## config.mk

```make
export PLATFORM = sky130hd
export DESIGN_NAME = seconds_counter_flat
export DESIGN_NICKNAME = d
export VERILOG_FILES = /design/src/rtl/seconds_counter_if.sv /design/src/rtl/seconds_counter.sv /design/src/flat_wrapper.sv
export SDC_FILE = /design/constraint.sdc
export NUM_CORES = 1
export LEC_CHECK = 0
export CELL_PAD_IN_SITES_DETAIL_PLACEMENT = 0
export CELL_PAD_IN_SITES_GLOBAL_PLACEMENT = 1
export CORE_ASPECT_RATIO = 1.2
export CORE_MARGIN = 8
export CORE_UTILIZATION = 39
export CTS_CLUSTER_DIAMETER = 100
export DETAILED_ROUTE_END_ITERATION = 8
export PLACE_DENSITY = 0.73
export SLEW_MARGIN = 20
export SYNTH_ARGS = -nofsm -noshare
export SYNTH_HDL_FRONTEND = slang
export SYNTH_SLANG_ARGS = --single-unit
```

## constraint.sdc

```tcl
create_clock -name clk -period 2 [get_ports clk]
set_input_delay 0.2 -clock clk [delete_from_list [all_inputs] [get_ports clk]]
set_output_delay 0.2 -clock clk [all_outputs]
set_load 0.01 [all_outputs]
```

## src/rtl/seconds_counter_if.sv

```systemverilog
// seconds_counter_if
//   Bundle of control inputs and time outputs for the seconds counter.
//   master : the controlling side (drives run/clear/load and presets,
//            observes the digits and pulses).
//   slave  : the seconds_counter itself.
//
//   Signals
//     run         level, 1 = time advances
//     clear       one-cycle strobe, zero digits and prescaler
//     load        one-cycle strobe, load load_right/load_left if valid
//     load_right  preset right digit (0-9 accepted)
//     load_left   preset left digit (0-5 accepted)
//     rightSecs   current right seconds digit (BCD 0-9)
//     leftSecs    current left seconds digit (0-5)
//     sec_tick    one-cycle pulse aligned with each digit advance
//     min_carry   one-cycle pulse aligned with the 59->00 advance
//     load_err    one-cycle pulse the cycle after a rejected load
//
//   Handshake semantics: there is no valid/ready pair. clear and load are
//   single-cycle strobes consumed at the next rising edge unconditionally
//   (the block is always ready); sec_tick, min_carry and load_err act as
//   single-cycle "valid" qualifiers for the digit values presented in the
//   same cycle.
interface seconds_counter_if;
  logic       run;
  logic       clear;
  logic       load;
  logic [3:0] load_right;
  logic [2:0] load_left;
  logic [3:0] rightSecs;
  logic [2:0] leftSecs;
  logic       sec_tick;
  logic       min_carry;
  logic       load_err;

  modport master (
    output run, clear, load, load_right, load_left,
    input  rightSecs, leftSecs, sec_tick, min_carry, load_err
  );

  modport slave (
    input  run, clear, load, load_right, load_left,
    output rightSecs, leftSecs, sec_tick, min_carry, load_err
  );
endinterface

```

## src/rtl/seconds_counter.sv

```systemverilog
// seconds_counter
//   Divides clk down to a 1 Hz tick and keeps two seconds digits
//   (right 0-9, left 0-5) for the display controller. Produces a
//   one-cycle min_carry on 59->00 for the minutes stage. Supports
//   run/stop, clear and a validated preset load.
//
//   Ports
//     clk   system clock, rising edge
//     rst   synchronous reset, active-high, overrides everything
//     bus   seconds_counter_if.slave (controls in, digits/pulses out)
//
//   Parameters
//     TICKS_PER_SEC  clk cycles per second (>= 2)
//     PRESC_W        prescaler width, 2^PRESC_W >= TICKS_PER_SEC
//
//   Priority below reset: clear > valid load > tick advance. A lower
//   priority event in the same cycle is dropped, not deferred. A rejected
//   load is not an event for priority purposes: counting proceeds.
//   All outputs are registered.
module seconds_counter #(
  parameter int TICKS_PER_SEC = 50000000,
  parameter int PRESC_W       = 26
) (
  input logic              clk,
  input logic              rst,
  seconds_counter_if.slave bus
);

  localparam logic [PRESC_W-1:0] TERM_COUNT = PRESC_W'(TICKS_PER_SEC - 1);

  logic [PRESC_W-1:0] presc;
  logic               terminal;
  logic               load_ok;
  logic               at_59;

  // >= rather than == so an out-of-range prescaler can never get stuck.
  assign terminal = bus.run && (presc >= TERM_COUNT);
  assign load_ok  = (bus.load_right <= 4'd9) && (bus.load_left <= 3'd5);
  assign at_59    = (bus.rightSecs >= 4'd9) && (bus.leftSecs >= 3'd5);

  always_ff @(posedge clk) begin
    if (rst) begin
      presc         <= '0;
      bus.rightSecs <= 4'd0;
      bus.leftSecs  <= 3'd0;
      bus.sec_tick  <= 1'b0;
      bus.min_carry <= 1'b0;
      bus.load_err  <= 1'b0;
    end else begin
      // Pulses default low so each event produces exactly one cycle.
      bus.sec_tick  <= 1'b0;
      bus.min_carry <= 1'b0;
      bus.load_err  <= 1'b0;

      if (bus.clear) begin
        presc         <= '0;
        bus.rightSecs <= 4'd0;
        bus.leftSecs  <= 3'd0;
      end else if (bus.load && load_ok) begin
        presc         <= '0;
        bus.rightSecs <= bus.load_right;
        bus.leftSecs  <= bus.load_left;
      end else begin
        if (bus.load) begin
          bus.load_err <= 1'b1;
        end
        if (terminal) begin
          presc        <= '0;
          bus.sec_tick <= 1'b1;
          // Saturating compares keep the digits in range whatever happens.
          if (bus.rightSecs >= 4'd9) begin
            bus.rightSecs <= 4'd0;
            if (bus.leftSecs >= 3'd5) begin
              bus.leftSecs <= 3'd0;
            end else begin
              bus.leftSecs <= bus.leftSecs + 3'd1;
            end
          end else begin
            bus.rightSecs <= bus.rightSecs + 4'd1;
          end
          bus.min_carry <= at_59;
        end else if (bus.run) begin
          presc <= presc + 1'b1;
        end
      end
    end
  end

endmodule

```

## src/flat_wrapper.sv

```systemverilog
// flat-port wrapper written by rule: the top's interface ports become plain ports
module seconds_counter_flat 
#(
  parameter int TICKS_PER_SEC = 50000000,
  parameter int PRESC_W       = 26
)
  (clk, rst, bus_run, bus_clear, bus_load, bus_load_right, bus_load_left, bus_rightSecs, bus_leftSecs, bus_sec_tick, bus_min_carry, bus_load_err);
  seconds_counter_if bus_i ();
  input logic clk;
  input logic rst;
  input wire logic [$bits(bus_i.run)-1:0] bus_run;
  input wire logic [$bits(bus_i.clear)-1:0] bus_clear;
  input wire logic [$bits(bus_i.load)-1:0] bus_load;
  input wire logic [$bits(bus_i.load_right)-1:0] bus_load_right;
  input wire logic [$bits(bus_i.load_left)-1:0] bus_load_left;
  output wire logic [$bits(bus_i.rightSecs)-1:0] bus_rightSecs;
  output wire logic [$bits(bus_i.leftSecs)-1:0] bus_leftSecs;
  output wire logic [$bits(bus_i.sec_tick)-1:0] bus_sec_tick;
  output wire logic [$bits(bus_i.min_carry)-1:0] bus_min_carry;
  output wire logic [$bits(bus_i.load_err)-1:0] bus_load_err;
  assign bus_i.run = bus_run;
  assign bus_i.clear = bus_clear;
  assign bus_i.load = bus_load;
  assign bus_i.load_right = bus_load_right;
  assign bus_i.load_left = bus_load_left;
  assign bus_rightSecs = bus_i.rightSecs;
  assign bus_leftSecs = bus_i.leftSecs;
  assign bus_sec_tick = bus_i.sec_tick;
  assign bus_min_carry = bus_i.min_carry;
  assign bus_load_err = bus_i.load_err;
  seconds_counter #(.TICKS_PER_SEC(TICKS_PER_SEC), .PRESC_W(PRESC_W)) u_core (.clk(clk), .rst(rst), .bus(bus_i));
endmodule
```

==> results.cfg <==
[routing]
dr_total_vias = 1539
drtIter0Drc = 40
detail-route-antenna-nets = 0
dr.pass1.iters = 4
drt_wl_total_um = 3880
vias_per_cell = 5.01
wl_per_cell_um = 12.6
drc_errors = 0

[worst_setup_path]
max_stage_delay_ps = 360
crit_buf_inv = 1
arrival_ps = 2060
crit_fanout = 26
worst-path-stages = 7
crit_end = u_core.presc[22]
reg2reg_to = u_core.presc[22]
cp.required_ps = 2220
path_class = reg2reg
crit_path_top_delay_cell = dfxtp_1
r2r_start = u_core.presc[9]
end_kind = flop
rr_worst_depth = 7
worstPathCellList = nor4_2 > o211ai_1 > a22oi_2 > nor2_2 > or2_2 > buf_12 > nor2_1
critPathLaunchType = flop
cp_top_family = simple AND/OR/NAND/NOR gates
r2r_slack_ps = 170
cp-startpoint = u_core.presc[9]

[floorplan]
coreArea_um2 = 4900
die_y_um = 93.7
initial_core_util_pct = 40.0
fp.dieW_um = 80.8
rows = 28
io_pins = 22
die-area_um2 = 7570

[grt]
grt_pass1_vias = 1574
grt_max_degree = 27
track_usage_pct = 11.6
grt_overflow = 0
grt_pass1_wl_um = 7070
antenna_found_initial = 0

[sta]
worst_pin_slew_ps = 350
setup_viol = 0
drv_slew = 0
final.setup.tns_ps = 0
timing.slew.headroom_pct = 76.5
fin_hold_ws_ps = 498
hold_violations = 0
fmaxAchievable_mhz = 545
rsz0062_at_grt = false
finClkSkew_ps = 4.14
min_period_over_period_pct = 91.7
finalCriticalPeriod_ps = 1830

[synth]
synth_fa_ha_area_share_pct = 3.82
yosys.area.top_type = dfxtp_1
synth_area_um2 = 1960
ys_types = 41
synthMuxAreaShare_pct = 2.55
postSynthCellCount = 207
synth_top_family_by_area = simple AND/OR/NAND/NOR gates
ys_seq_elements = 36
yosys_warnings = 0
synth_compound_area_share_pct = 8.09
syn_nets = 225
synth_simple_gate_area_share_pct = 33.5
synth_area_per_cell_um2 = 9.48
synth_seq_area_share_pct = 36.7
synth_xor_area_share_pct = 11.2
yosys-top-cells-area = dfxtp_1 (37%), nor2_4 (11%), xnor2_1 (5.8%)
synth_top_area_share_pct = 36.7

[cells_and_area]
nNetsFinal = 264
diodes = 0
areaGrowthSynthToFinish_pct = 23.8
multi_input_area_um2 = 1160
drive_gt1_share_pct = 21.1
seq_area_um2 = 721
final_cell_mix = dfxtp_1 (36), nor2_1 (21), clkdlybuf4s50_1 (21), nor2_4 (20)
fillers = 483
layout_commonest_cell = dfxtp_1
post-route-util_pct = 49.5

[cts]
clock-sinks = 36
clkSlewWorstSetupHoldPaths_ps = 70
htree_num_levels = 2
numCtsBuffers = 5
cts.path.max_buffers = 2
cts_setup_buffers = 0
cts_root_buffer = clkbuf_8
holdBufCountCts = 0
clock_latency_ps = 280
cts-resized-gates = 0
cts_tree = done

[placement]
hpwlAfterDp_um = 2930
gp_congestion = 0.728
io_buffers = 21

[power_and_ir_drop]
ir_drop_uv = 416
p_leak_uw = 0.000781
power.density_nw_per_um2 = 608

[job]
drv_cap = 0

[run_status]
status = complete, no violations

[hold_path]
hold_depth = 2
min_path_type = in2reg
per-stage QoR:
step / worst slack (ps) / cell area (um2) / instances / power (uW)
detailed placement: 109 / 2320 / 299 / 866
finish: 166 / 2430 / 307 / 1480
global placement: 96.9 / 2320 / 299 / 866
floorplan: 27.7 / 1960 / 207 / 816
CTS: 143 / 2430 / 307 / 1500
global route: 35.2 / 2430 / 307 / 1540
cell families after synthesis:
family | after synthesis
simple gates | 101
flops | 36
xor+xnor | 25
compound gates | 23
buf+inv | 11
fa+ha+maj | 6
mux | 5
state kept, by name, indices dropped and copies added (netlist names):
register / count
u_core.bus.leftSecs: 3
u_core.bus.load_err: 1
u_core.bus.min_carry: 1
u_core.bus.rightSecs: 4
u_core.bus.sec_tick: 1
u_core.presc: 26
synth_stat cells:
master	instances
a2111oi_2	1
a21boi_0	1
a21oi_1	3
a22oi_2	1
a31oi_1	3
a41oi_1	1
and2_1	1
and3_1	5
and4_1	2
and4_2	1
buf_12	2
buf_6	1
clkbuf_1	2
dfxtp_1	36
ha_1	6
inv_1	6
mux2i_1	5
nand2_1	15
nand2b_1	1
nand3_1	11
nand3_2	1
nand3b_1	2
nand4_1	7
nand4b_1	1
nor2_1	21
nor2_2	1
nor2_4	20
nor2b_1	2
nor3_1	4
nor3_2	1
nor3b_1	1
nor3b_2	1
nor4_1	1
nor4_2	1
o211ai_1	3
o21ai_0	7
o31a_1	1
o31ai_1	2
or2_1	1
xnor2_1	13
xor2_1	12
how the worst min path moves through the flow:
stage,from,end,slack [ps]
finish,rst,u_core.bus.leftSecs[0],500
global route,rst,u_core.bus.leftSecs[0],500
CTS,rst,u_core.bus.leftSecs[0],490
detailed placement,u_core.presc[22],u_core.presc[22],530
global placement,u_core.presc[19],u_core.presc[19],520
floorplan,rst,u_core.bus.leftSecs[0],270
final cells by class:
type	count	share of cell area, %
Sequential cell	36	29.7
Inverter	6	0.927
Tap cell	60	3.09
Timing Repair Buffer	37	14.1
Clock buffer	6	2.99
Multi-Input combinational cell	160	47.8
Clock inverter	2	1.44
report_power, final:
group | leakage (uW) | total (uW) | switching, uW | internal (uW)
logic | 0.000435 | 115 | 58.5 | 56.6
registers | 0.000291 | 733 | 8.93 | 724
clock network | 0.0000552 | 628 | 258 | 370
metal layers:
metal | track usage [%] | part of all wire, % | vias to the layer above
met2 | 19.5 | 50 | 29
met1 | 13.2 | 44 | 710
met5 | 0 | 0 | -
met4 | 3.58 | 1.3 | 0
li1 | - | - | 796
met3 | 4.21 | 4.5 | 4
(Power assumes the default switching activity.)
